===== src/rtl/output_result_div.sv =====
// rtl/output_result_div.sv - pipelined radix-2 restoring divider with rounding, saturation and div-zero flag
module output_result_div #(
    parameter int DIVIDEND_W = 28,
    parameter int DIVISOR_W  = 20,
    parameter int QUOT_W     = 8
) (
    input  logic                  clock,
    input  logic                  reset_n,
    input  logic                  StartIn,
    input  logic [DIVIDEND_W-1:0] DataIn,
    input  logic [DIVISOR_W-1:0]  Divisor,
    input  logic                  RoundIn,
    output logic                  StartOut,
    output logic [QUOT_W-1:0]     DataOut,
    output logic                  SatOut,
    output logic                  DivZeroOut
);

    localparam int NS = DIVIDEND_W;

    // dq holds the not-yet-consumed dividend bits in the top and the quotient bits shifted in below
    logic [NS-1:0]         valid_q;
    logic [DIVIDEND_W-1:0] dq_q    [NS];
    logic [DIVIDEND_W-1:0] dq_d    [NS];
    logic [DIVISOR_W-1:0]  rem_q   [NS];
    logic [DIVISOR_W-1:0]  rem_d   [NS];
    logic [DIVISOR_W-1:0]  dvs_q   [NS];
    logic [NS-1:0]         round_q;
    logic [NS-1:0]         dz_q;

    logic [DIVIDEND_W-1:0] src_dq  [NS];
    logic [DIVISOR_W-1:0]  src_rem [NS];
    logic [DIVISOR_W-1:0]  src_dvs [NS];

    always_comb begin
        src_dq[0]  = DataIn;
        src_rem[0] = '0;
        src_dvs[0] = Divisor;
        for (int i = 1; i < NS; i++) begin
            src_dq[i]  = dq_q[i-1];
            src_rem[i] = rem_q[i-1];
            src_dvs[i] = dvs_q[i-1];
        end
    end

    always_comb begin
        logic [DIVISOR_W:0] trial;
        logic               qbit;
        trial = '0;
        qbit  = 1'b0;
        for (int i = 0; i < NS; i++) begin
            trial = {src_rem[i], src_dq[i][DIVIDEND_W-1]};
            qbit  = (trial >= {1'b0, src_dvs[i]});
            // the true difference is below the divisor, so DIVISOR_W-bit wraparound arithmetic is exact
            rem_d[i] = qbit ? (trial[DIVISOR_W-1:0] - src_dvs[i]) : trial[DIVISOR_W-1:0];
            dq_d[i]  = {src_dq[i][DIVIDEND_W-2:0], qbit};
        end
    end

    always_ff @(posedge clock or negedge reset_n) begin
        if (!reset_n) begin
            valid_q <= '0;
        end else begin
            valid_q <= {valid_q[NS-2:0], StartIn};
        end
    end

    always_ff @(posedge clock) begin
        dq_q    <= dq_d;
        rem_q   <= rem_d;
        dvs_q   <= src_dvs;
        round_q <= {round_q[NS-2:0], RoundIn};
        dz_q    <= {dz_q[NS-2:0], (Divisor == '0)};
    end

    logic                  round_up;
    logic [DIVIDEND_W:0]   q_rnd;
    logic                  sat;
    logic [QUOT_W-1:0]     data_out_d;
    logic                  sat_out_d;
    logic                  dz_out_d;

    always_comb begin
        round_up = round_q[NS-1] && ({1'b0, rem_q[NS-1], 1'b0} >= {2'b00, dvs_q[NS-1]});
        q_rnd    = {1'b0, dq_q[NS-1]} + {{DIVIDEND_W{1'b0}}, round_up};
        sat      = |q_rnd[DIVIDEND_W:QUOT_W];
        if (dz_q[NS-1]) begin
            data_out_d = '1;
            sat_out_d  = 1'b0;
            dz_out_d   = 1'b1;
        end else if (sat) begin
            data_out_d = '1;
            sat_out_d  = 1'b1;
            dz_out_d   = 1'b0;
        end else begin
            data_out_d = q_rnd[QUOT_W-1:0];
            sat_out_d  = 1'b0;
            dz_out_d   = 1'b0;
        end
    end

    logic              start_out_q;
    logic [QUOT_W-1:0] data_out_q;
    logic              sat_out_q;
    logic              dz_out_q;

    always_ff @(posedge clock or negedge reset_n) begin
        if (!reset_n) begin
            start_out_q <= 1'b0;
            data_out_q  <= '0;
            sat_out_q   <= 1'b0;
            dz_out_q    <= 1'b0;
        end else begin
            start_out_q <= valid_q[NS-1];
            if (valid_q[NS-1]) begin
                data_out_q <= data_out_d;
                sat_out_q  <= sat_out_d;
                dz_out_q   <= dz_out_d;
            end
        end
    end

    assign StartOut   = start_out_q;
    assign DataOut    = data_out_q;
    assign SatOut     = sat_out_q;
    assign DivZeroOut = dz_out_q;

endmodule


===== config.mk =====
export PLATFORM = sky130hd
export DESIGN_NAME = output_result_div
export DESIGN_NICKNAME = d
export VERILOG_FILES = /design/src/rtl/output_result_div.sv
export SDC_FILE = /design/constraint.sdc
export NUM_CORES = 2
export LEC_CHECK = 0
export ABC_CLOCK_PERIOD_IN_PS = 6500
export BUFFER_PORTS_ARGS = -buffer_cell sky130_fd_sc_hd__buf_2
export CORE_MARGIN = 5
export CORE_UTILIZATION = 25
export CTS_CLUSTER_DIAMETER = 100
export CTS_CLUSTER_SIZE = 25
export DETAILED_ROUTE_END_ITERATION = 7
export SYNTH_ARGS = -nofsm -noshare
export SYNTH_HDL_FRONTEND = slang
export SYNTH_SLANG_ARGS = --single-unit

===== constraint.sdc =====
create_clock -name clock -period 6.5 [get_ports clock]
set_input_delay 0.975 -clock clock [delete_from_list [all_inputs] [get_ports clock]]
set_output_delay 0.975 -clock clock [all_outputs]
set_load 0.01 [all_outputs]

==> qor.yml <==
logic_synthesis:
  synth_cell_types: 90
  syn_nets: 7467
  synth_seq_cells: 1999
  synth-edff-count: 0
  ys_seq_area_share_pct: 54.2
  synth_top_flop_cell: "dfxtp_1"
  synth_cells: 6825
  async_reset_ff_share_pct: 1.95
  syn_area_per_cell_um2: 10.9
  syn_area_um2: 74200
  ys.warnings.count: 0
worst_setup_path:
  critPathSlowestCell: "or4_1"
  crit_fanout: 9
  required_ns: 7.19
  cp.buffers_inverters: 1
  cp-start-kind: "register"
  critical-path-top-delay-family: "compound AO/OA/AOI/OAI gates"
  crit_chain: "inv_1 > ha_1 > nor2b_1 > o21a_1 > o21a_1 > o21a_1 > o21ai_0 > nand2b_1 > a21oi_1 > o31a_1 > o21ai_0 > ha_1 > and2_1 > nor4_1 > o21ai_0 > o21ai_0 > o211ai_1 > or4_1 > nor4_4 > a41oi_1"
  path_class: "reg2reg"
  max_stage_delay_ns: 0.54
  arrival_ns: 5.17
  end_kind: "register"
  cp_common_cell: "o21ai_0"
floorplan:
  die_h_um: 555
  num_rows: 200
  die_w_um: 555
  core_area_um2: 296000
  start_util_pct: 25.1
  io_pins: 63
  design.die.area_um2: 308000
place:
  gp_congestion: 0.875
  dp_hpwl_um: 105000
  dp_cells: 10800
  port_buffers: 62
clocking:
  hold_buffers: 0
  root_buffer: "clkbuf_16"
  cts_inserted_buffers: 108
  cts_setup_buffers: 0
  cts.sinks: 1999
  clkSlewWorstSetupHoldPaths_ns: 0.09
  clk_latency_ns: 0.88
  cts_resized: 0
  cts_tree: "built"
  clk_path_buf_depth: 4
  htree_levels: 3
sta:
  slew_viol_final: 0
  setup_viol: 0
  rsz0062_at_grt: "false"
  slew_headroom_pct: 13.5
  clock.fmax_ghz: 0.223
  fin_crit_ns: 4.48
  hold_ws_ns: 0.194
  skew_ns: 0.0867
  setup-tns-final_ns: 0
  worst_slew_pin_slew_ns: 1.29
  hold_viol: 0
  final.period_utilization_pct: 68.9
route:
  vias: 46100
  first_pass_iters: 6
  antenna_left: 0
  drt-initial-drc-count: 2388
  vias_per_cell: 4.22
  drc: 0
  post_drt_wl_per_cell_um: 12.8
  totalWireLength_um: 140000
pwr:
  clkPwrFrac_pct: 23.8
  p_sw_mw: 10.0
  p_leak_nw: 36.4
  p_int_mw: 22.0
  max-vdd-ir-drop_uv: 250
  p_comb_share_pct: 30.5
  p_seq_share_pct: 45.7
  powerDensity_nw_per_um2: 386
  p_sw_share_pct: 31.4
global_route:
  grt_pass1_wl_um: 230000
  antenna_found_initial: 7
  grt_overflow_total: 0
  grtUsageTotal_pct: 8.77
  grt_start_max_net_pins: 42
  grt_pass1_vias: 46800
cells_and_area:
  finalNetCount: 7576
  syn2layout_area_growth_pct: 11.6
  final_cell_count_no_fill: 10900
  drive_gt1_share_pct: 10.2
run_status:
  outcome: "finished clean"
min_path:
  hp-class: "in2reg"
job:
  cap_violations: 0
flip-flops by register name, indices dropped and copies added (netlist names):
register and cells:
DataOut 8, dz_q 28, SatOut 1, round_q 28, dq_d 729, DivZeroOut 1
rem_q 560, StartOut 1, dq_q 55, valid_q 28, dvs_q 560
per-layer routing:
metal | track usage (%) | routed length [µm] | up-vias
met2 | 15.3 | 66300 | 759
met4 | 3.33 | 5160 | 4
met3 | 1.51 | 5360 | 302
li1 | - | - | 23500
met5 | 0 | 27 | -
met1 | 10.8 | 62800 | 21500
cells in the mapped netlist, types with 7 or more instances:
library cell	n	area share (%)
a21o_1	136	1.4
o211ai_1	41	0.41
nand2_1	236	1.2
nand2b_1	66	0.56
and2_1	23	0.19
o21ai_1	10	0.067
o31ai_1	21	0.21
nand4_1	69	0.58
o2111ai_1	10	0.12
o21ai_0	251	1.7
dfxtp_1	1960	53
a31oi_1	69	0.58
o221ai_1	9	0.11
ha_1	563	9.5
a41oi_1	7	0.083
dfrtp_1	39	1.3
mux2i_1	60	0.81
or3_1	37	0.31
nand3_1	91	0.61
and3_1	38	0.32
xor2_1	127	1.5
o21a_1	105	1.1
xnor2_1	283	3.3
a2111oi_0	10	0.12
a21boi_0	22	0.22
o41ai_1	19	0.22
nor2_1	360	1.8
fa_1	27	0.73
and4_1	11	0.13
nor3b_1	8	0.081
a31o_2	9	0.11
o31a_1	25	0.29
nor3_1	130	0.88
nor2b_1	92	0.78
a211oi_1	36	0.36
buf_2	45	0.30
o311ai_0	13	0.15
mux2_2	402	6.1
or2_2	32	0.27
nor4_1	22	0.19
o21bai_1	32	0.32
a21oi_1	384	2.6
inv_1	740	3.7
a211o_1	14	0.17
clkbuf_1	29	0.15
power by group through the flow:
| stage | clock network, mW | registers (mW) | logic (mW) |
|---|---|---|---|
| detailed placement | 0 | 14.9 | 9.66 |
| global route | 8.56 | 14.8 | 10.8 |
| finish | 7.63 | 14.6 | 9.75 |
| CTS | 8.12 | 14.7 | 9.76 |
| global placement | 0 | 14.9 | 9.39 |
| floorplan | 0 | 14.6 | 7.86 |
cell usage in the layout, fill, tap and decap left out, drive strengths merged, types with 14 or more instances in the layout:
cell / instances
nand2b: 66
dfxtp: 1960
mux2i: 60
or3: 37
ha: 563
dfrtp: 39
o21ai: 261
a21boi: 28
xnor2: 283
nor3: 131
mux2: 406
a21oi: 385
clkbuf: 126
o31a: 25
and3: 38
and2: 23
o31ai: 22
o311ai: 15
o21bai: 32
xor2: 127
a211oi: 36
o211ai: 41
clkinv: 16
o21a: 105
or2: 33
a31oi: 69
a211o: 14
nor2b: 93
fa: 27
nor4: 24
inv: 759
o41ai: 24
nand2: 236
nand4: 69
a21o: 136
buf: 77
nand3: 91
nor2: 360
logic make-up after synthesis:
| logic type | after synthesis | synth area share [%] |
|---|---|---|
| DFF | 1999 | 54.2 |
| and+or+nand+nor | 1241 | 8.25 |
| buffers and inverters | 820 | 4.25 |
| AOI/OAI and AO/OA | 1299 | 11.3 |
| xor gates and xnor gates | 410 | 4.84 |
| adders and majority gates | 590 | 10.2 |
| muxes | 466 | 6.97 |
path summary, 6_finish.rpt:
check                           depth (start not counted)  slack, ns                endpoint        startpoint
max in group asynchronous                               1       5.64    valid_q[7]$_DFF_PN0_           reset_n
worst min-delay path                                    1       0.19       dq_d[751]$_DFF_P_        DataIn[21]
worst min register to register                          0       0.30        dz_q[22]$_DFF_P_  dz_q[21]$_DFF_P_
worst max-delay path                                   20       2.02  DataOut[6]$_DFFE_PN0P_  dvs_q[1]$_DFF_P_
worst max register to register                         20       2.02  DataOut[6]$_DFFE_PN0P_  dvs_q[1]$_DFF_P_
min in group asynchronous                               1       0.24      StartOut$_DFF_PN0_           reset_n
per-stage QoR:
| stage | total power, mW | cell area, µm² | setup WS, ns | util [%] |
|---|---|---|---|---|
| after floorplan | 22.5 | 74200 | 2.76 | - |
| after global placement | 24.3 | 79400 | 1.84 | 26.8 |
| after detailed placement | 24.6 | 79400 | 1.94 | 26.8 |
| after CTS | 32.5 | 82800 | 1.93 | 28.0 |
| after global routing | 34.2 | 82800 | 1.68 | 28.0 |
| final | 32.0 | 82800 | 2.02 | 28.0 |
cell type report:
cell class / count / area [µm²]
Timing Repair Buffer: 77 / 423
Antenna cell: 1 / 2.50
Clock inverter: 39 / 619
Tap cell: 3939 / 4930
Inverter: 742 / 2790
Sequential cell: 1999 / 40200
Fill cell: 30500 / 213000
Multi-Input combinational cell: 4006 / 31000
Clock buffer: 126 / 2840
Note: power is estimated with default switching activity, not from simulation.
